--- config.mk ---
export PLATFORM = sky130hd
export DESIGN_NAME = pixel_stream_reader_flat
export DESIGN_NICKNAME = d
export VERILOG_FILES = /design/src/rtl/pixel_stream_reader_if.sv /design/src/rtl/pixel_stream_reader.sv /design/src/flat_wrapper.sv
export SDC_FILE = /design/constraint.sdc
export NUM_CORES = 1
export LEC_CHECK = 0
export BUFFER_PORTS_ARGS = -buffer_cell sky130_fd_sc_hd__buf_2
export CAP_MARGIN = 20
export CORE_ASPECT_RATIO = 1.75
export CORE_MARGIN = 5
export CORE_UTILIZATION = 46
export CTS_BUF_LIST = sky130_fd_sc_hd__clkbuf_8
export DETAILED_ROUTE_END_ITERATION = 7
export PLACE_DENSITY = 0.7
export SYNTH_ARGS = -nofsm -noshare
export SYNTH_HDL_FRONTEND = slang
export SYNTH_SLANG_ARGS = --single-unit
--- constraint.sdc ---
create_clock -name clk -period 4 [get_ports clk]
set_clock_uncertainty 0.2 [all_clocks]
set_input_delay 0 -clock clk [delete_from_list [all_inputs] [get_ports clk]]
set_output_delay 0 -clock clk [all_outputs]
set_load 0.01 [all_outputs]
--- src/rtl/pixel_stream_reader_if.sv ---
// Pixel beat stream from the image reader to the convolution front end.
interface pixel_stream_reader_if #(
  parameter int unsigned PIX_W = 24,
  parameter int unsigned ROW_W = 5,
  parameter int unsigned COL_W = 5
);
  logic             pix_valid;
  logic             pix_ready;
  logic [PIX_W-1:0] pix_data;
  logic [ROW_W-1:0] pix_row;
  logic [COL_W-1:0] pix_col;
  logic             pix_last;

  modport master (
    output pix_valid, pix_data, pix_row, pix_col, pix_last,
    input  pix_ready
  );

  modport slave (
    input  pix_valid, pix_data, pix_row, pix_col, pix_last,
    output pix_ready
  );
endinterface

--- src/rtl/pixel_stream_reader.sv ---
// Sweeps the image buffer read port in raster order and streams one
// {R,G,B} pixel per beat, tagged with row/col and an end-of-frame marker.
module pixel_stream_reader #(
  parameter int unsigned IMG_W  = 32,
  parameter int unsigned IMG_H  = 32,
  parameter int unsigned ADDR_W = 12,
  parameter int unsigned PIX_W  = 24
) (
  input  logic                  clk,
  input  logic                  rst_n,      // synchronous, active-high
  input  logic                  start,
  input  logic                  img_ready,
  output logic [ADDR_W-1:0]     raddr,
  input  logic [PIX_W-1:0]      rdata,
  pixel_stream_reader_if.master pix,
  output logic                  busy,
  output logic                  done
);

  localparam int unsigned ROW_W = $clog2(IMG_H);
  localparam int unsigned COL_W = $clog2(IMG_W);
  localparam int unsigned NPIX  = IMG_W * IMG_H;

  localparam logic [ADDR_W-1:0] LAST_ADDR = ADDR_W'(NPIX - 1);
  localparam logic [COL_W-1:0]  LAST_COL  = COL_W'(IMG_W - 1);

  localparam logic [1:0] S_IDLE  = 2'd0;
  localparam logic [1:0] S_RUN   = 2'd1;
  localparam logic [1:0] S_DRAIN = 2'd2;
  localparam logic [1:0] S_DONE  = 2'd3;

  logic [1:0]        state_q,     state_d;
  logic [ADDR_W-1:0] raddr_q,     raddr_d;
  logic [ROW_W-1:0]  fetch_row_q, fetch_row_d;
  logic [COL_W-1:0]  fetch_col_q, fetch_col_d;
  logic              pix_valid_q, pix_valid_d;
  logic [PIX_W-1:0]  pix_data_q,  pix_data_d;
  logic [ROW_W-1:0]  pix_row_q,   pix_row_d;
  logic [COL_W-1:0]  pix_col_q,   pix_col_d;
  logic              pix_last_q,  pix_last_d;
  logic              busy_q,      busy_d;
  logic              done_q,      done_d;

  logic              accept_c;
  logic              load_c;

  // Handshake: a beat leaves when valid meets ready; refill in the same edge.
  assign accept_c = pix_valid_q && pix.pix_ready;
  assign load_c   = !pix_valid_q || accept_c;

  // Next-state, fetch pointer and output register update.
  always_comb begin
    state_d     = state_q;
    raddr_d     = raddr_q;
    fetch_row_d = fetch_row_q;
    fetch_col_d = fetch_col_q;
    pix_valid_d = pix_valid_q;
    pix_data_d  = pix_data_q;
    pix_row_d   = pix_row_q;
    pix_col_d   = pix_col_q;
    pix_last_d  = pix_last_q;

    case (state_q)
      S_IDLE: begin
        raddr_d     = '0;
        fetch_row_d = '0;
        fetch_col_d = '0;
        pix_valid_d = 1'b0;
        if (start && img_ready) begin
          state_d = S_RUN;
        end
      end

      S_RUN: begin
        if (load_c) begin
          pix_data_d  = rdata;
          pix_row_d   = fetch_row_q;
          pix_col_d   = fetch_col_q;
          pix_last_d  = (raddr_q == LAST_ADDR);
          pix_valid_d = 1'b1;
          if (raddr_q == LAST_ADDR) begin
            // Final pixel captured; pointer parks on the last address.
            state_d = S_DRAIN;
          end else begin
            raddr_d = raddr_q + ADDR_W'(1);
            if (fetch_col_q == LAST_COL) begin
              fetch_col_d = '0;
              fetch_row_d = fetch_row_q + ROW_W'(1);
            end else begin
              fetch_col_d = fetch_col_q + COL_W'(1);
            end
          end
        end
      end

      S_DRAIN: begin
        if (accept_c && pix_last_q) begin
          pix_valid_d = 1'b0;
          state_d     = S_DONE;
        end
      end

      default: begin
        state_d     = S_IDLE;
        raddr_d     = '0;
        fetch_row_d = '0;
        fetch_col_d = '0;
      end
    endcase

    busy_d = (state_d == S_RUN) || (state_d == S_DRAIN);
    done_d = (state_d == S_DONE);
  end

  // State and output registers with synchronous reset.
  always_ff @(posedge clk) begin
    if (rst_n) begin
      state_q     <= S_IDLE;
      raddr_q     <= '0;
      fetch_row_q <= '0;
      fetch_col_q <= '0;
      pix_valid_q <= 1'b0;
      pix_data_q  <= '0;
      pix_row_q   <= '0;
      pix_col_q   <= '0;
      pix_last_q  <= 1'b0;
      busy_q      <= 1'b0;
      done_q      <= 1'b0;
    end else begin
      state_q     <= state_d;
      raddr_q     <= raddr_d;
      fetch_row_q <= fetch_row_d;
      fetch_col_q <= fetch_col_d;
      pix_valid_q <= pix_valid_d;
      pix_data_q  <= pix_data_d;
      pix_row_q   <= pix_row_d;
      pix_col_q   <= pix_col_d;
      pix_last_q  <= pix_last_d;
      busy_q      <= busy_d;
      done_q      <= done_d;
    end
  end

  assign raddr         = raddr_q;
  assign busy          = busy_q;
  assign done          = done_q;
  assign pix.pix_valid = pix_valid_q;
  assign pix.pix_data  = pix_data_q;
  assign pix.pix_row   = pix_row_q;
  assign pix.pix_col   = pix_col_q;
  assign pix.pix_last  = pix_last_q;

endmodule
--- src/flat_wrapper.sv ---
// flat-port wrapper written by rule: the top's interface ports become plain ports
module pixel_stream_reader_flat 
#(
  parameter int unsigned IMG_W  = 32,
  parameter int unsigned IMG_H  = 32,
  parameter int unsigned ADDR_W = 12,
  parameter int unsigned PIX_W  = 24
)
  (clk, rst_n, start, img_ready, raddr, rdata, busy, done, pix_pix_valid, pix_pix_data, pix_pix_row, pix_pix_col, pix_pix_last, pix_pix_ready);
  pixel_stream_reader_if #(.PIX_W(PIX_W)) pix_i ();
  input  logic clk;
  input  logic rst_n;
  input  logic start;
  input  logic img_ready;
  output logic [ADDR_W-1:0] raddr;
  input  logic [PIX_W-1:0] rdata;
  output logic busy;
  output logic done;
  output wire logic [$bits(pix_i.pix_valid)-1:0] pix_pix_valid;
  output wire logic [$bits(pix_i.pix_data)-1:0] pix_pix_data;
  output wire logic [$bits(pix_i.pix_row)-1:0] pix_pix_row;
  output wire logic [$bits(pix_i.pix_col)-1:0] pix_pix_col;
  output wire logic [$bits(pix_i.pix_last)-1:0] pix_pix_last;
  input wire logic [$bits(pix_i.pix_ready)-1:0] pix_pix_ready;
  assign pix_pix_valid = pix_i.pix_valid;
  assign pix_pix_data = pix_i.pix_data;
  assign pix_pix_row = pix_i.pix_row;
  assign pix_pix_col = pix_i.pix_col;
  assign pix_pix_last = pix_i.pix_last;
  assign pix_i.pix_ready = pix_pix_ready;
  pixel_stream_reader #(.IMG_W(IMG_W), .IMG_H(IMG_H), .ADDR_W(ADDR_W), .PIX_W(PIX_W)) u_core (.clk(clk), .rst_n(rst_n), .start(start), .img_ready(img_ready), .raddr(raddr), .rdata(rdata), .pix(pix_i), .busy(busy), .done(done));
endmodule
==> impl_metrics.tcl <==
set metrics [dict create \
    drv_slew 0 \
    cp.arrival_ns 3.07 \
    async_flop_share 0 \
    final_cell_area_um2 3540 \
    fillers 537 \
    cts_buffers 9 \
    cts_sinks 62 \
    grt_pass1_vias 2705 \
    die_h_um 111 \
    grt_first_pass_wirelength_um 11700 \
    postSynthNetCount 359 \
    seq_area_frac_synth 0.466 \
    setup_violations 0 \
    drive_gt1_frac 0.237 \
    ant_nets 0 \
    leakage_nw 1.46 \
    yosysWarnings 0 \
    grt-ovfl-total 0 \
    peakVddDrop_v 0.000252 \
    max_freq_mhz 334 \
    finalWeightedCongestion 0.785 \
    layout_commonest_cell "nand2_1" \
    min_path_type "input port to register" \
    p_per_area_nw_per_um2 371 \
    grt_setup_unrepaired "false" \
    rows 36 \
    clockBufferDepth 2 \
    wl_per_cell_um 13.8 \
    die-area_um2 7470 \
    vias_per_cell 5.25 \
    pin_count 79 \
    post-route-period-util 0.749 \
    setup.worst_path.class "register to register" \
    area_growth_pct 33.0 \
    drtPass1Iterations 4 \
    crit_path_end_kind "register" \
    synth-edff-count 0 \
    fin_util 0.634 \
    htreeDepth 3 \
    hold_viol 0 \
    core_um2 5590 \
    ys_ff_latch 62 \
    setup_tns_ns 0 \
    root_buffer "clkbuf_8" \
    diodes 0 \
    io_buffers 78 \
    grt_antenna_before_repair 0 \
    period_needed_ns 3.00 \
    syn_inst 325 \
    path_max_fanout 10 \
    postSynthAreaPerCell_um2 8.19 \
    drt_iter0_drc 149 \
    final_nets 456 \
    wirelength_um 6920 \
    syn-cell-area_um2 2660 \
    status "finished clean" \
    worst_pin_slew_ns 1.01 \
    r2r_cells 6 \
    synth.distinct_cells 38 \
    insertion_delay_ns 0.33 \
    grt_max_degree 57 \
    remaining_drc_errors 0 \
    maxCapViolCount 0 \
    grtUsageTotal 0.196 \
    required_ns 4.07 \
    cts_tree "yes" \
    vias 2643 \
    cts.clk_slew.worst_paths_ns 0.07 \
    power.total_mw 1.31 \
    maxSlewHeadroom 0.327 \
    die_w_um 67.5 \
    cts-resized-gates 0 \
    cp-start-kind "register" \
    initial_core_util 0.476 \
    placed_area_um2 3050 \
    ys.flop_type "dfxtp_1" \
    post-dp-hpwl_um 4560 \
    hold-path-cell-count 2 \
    final_cell_mix "nand2_1 (82), buf_2 (78), dfxtp_1 (62)" \
]
[cells in the mapped netlist, types with 2 or more instances]
cell type  count  share of area
or3_1          3         0.0071
o31ai_1        9          0.025
mux2i_1        2         0.0075
nand3_1       15          0.028
ha_1           5          0.024
nor2_1         8          0.011
a31oi_1        6          0.014
nand2b_1       5          0.012
or4_1         10          0.028
or2_2          2         0.0047
buf_6          2         0.0085
buf_4          2         0.0056
inv_1          2         0.0028
nand2_1       82           0.12
a21o_1         3         0.0085
dfxtp_1       62           0.47
a21oi_1       54           0.10
nor2b_1        5          0.012
buf_2          5         0.0094
clkbuf_1      12          0.017
and3_1         2         0.0047
nand4_1        4         0.0094
o21ai_0       10          0.019
[routing by layer]
layer	global-route usage	vias up	wire length [um]	share of wire
met5	0	-	0	0
li1	-	1322	-	-
met3	0.0488	12	318	0.046
met1	0.202	1245	2700	0.39
met2	0.355	64	3760	0.54
met4	0.0813	0	138	0.020
[worst paths after layout]
kind,from,endpoint,slack (ns)
max,u_core.state_q[1]$_SDFF_PP0_,u_core.state_q[0]$_SDFF_PP0_,1.00
max reg2reg,u_core.state_q[1]$_SDFF_PP0_,u_core.state_q[0]$_SDFF_PP0_,1.00
min,rst_n,u_core.pix.pix_valid$_SDFFE_PP0P_,0.12
min reg2reg,u_core.pix.pix_data[15]$_SDFFE_PP0P_,u_core.pix.pix_data[15]$_SDFFE_PP0P_,0.25
[state kept, by name, summed over array words and instances, names as in the netlist, 2 cells and up]
register             flops
u_core.pix.pix_data     24
u_core.raddr            12
u_core.fetch_col_q       5
u_core.fetch_row_q       5
u_core.pix.pix_col       5
u_core.pix.pix_row       5
u_core.state_q           2
[stage by stage]
step	worst slack, ns	std cells	hold WS (ns)
after floorplan	1.71	325	-0.0640
after global placement	1.62	458	0.0391
after detailed placement	1.53	458	0.0471
after CTS	1.03	503	0.133
after global routing	0.902	503	0.201
final	1.00	503	0.122
[timing repair]
action	in CTS	in global routing
buffers inserted	0	0
endpoints found under the hold margin	26	0
endpoints found under the setup margin	0	0
hold buffers	29	0
[where the power goes]
group	leakage (nW)	switching (mW)	internal, mW
registers	0.502	0.0101	0.634
clock network	0.108	0.229	0.316
logic	0.845	0.0646	0.0578
total	1.46	0.304	1.01
[kinds of logic after synthesis]
family / after synthesis / share of synthesized area
compound gates: 82 / 0.168
xor+xnor: 1 / 0.00329
fa+ha+maj: 5 / 0.0235
buf+inv: 25 / 0.0465
flops: 62 / 0.466
mux: 2 / 0.00752
simple gates: 148 / 0.284
[area by class of cell]
cell class | count | area [um2] | area share
Timing Repair Buffer | 109 | 696 | 0.197
Inverter | 2 | 7.51 | 0.00212
Clock inverter | 5 | 50.0 | 0.0141
Tap cell | 76 | 95.1 | 0.0269
Clock buffer | 11 | 151 | 0.0428
Multi-Input combinational cell | 238 | 1300 | 0.367
Sequential cell | 62 | 1240 | 0.351
[critical path: stages, from the launching register on]
cell           delay [ns]
dfxtp_1              0.57
a21oi_1              0.06
dlygate4sd3_1        0.56
or2_2                0.29
dlygate4sd3_1        0.57
a21oi_1              0.12
dlygate4sd3_1        0.57
Power figures use the tool's default switching activity.
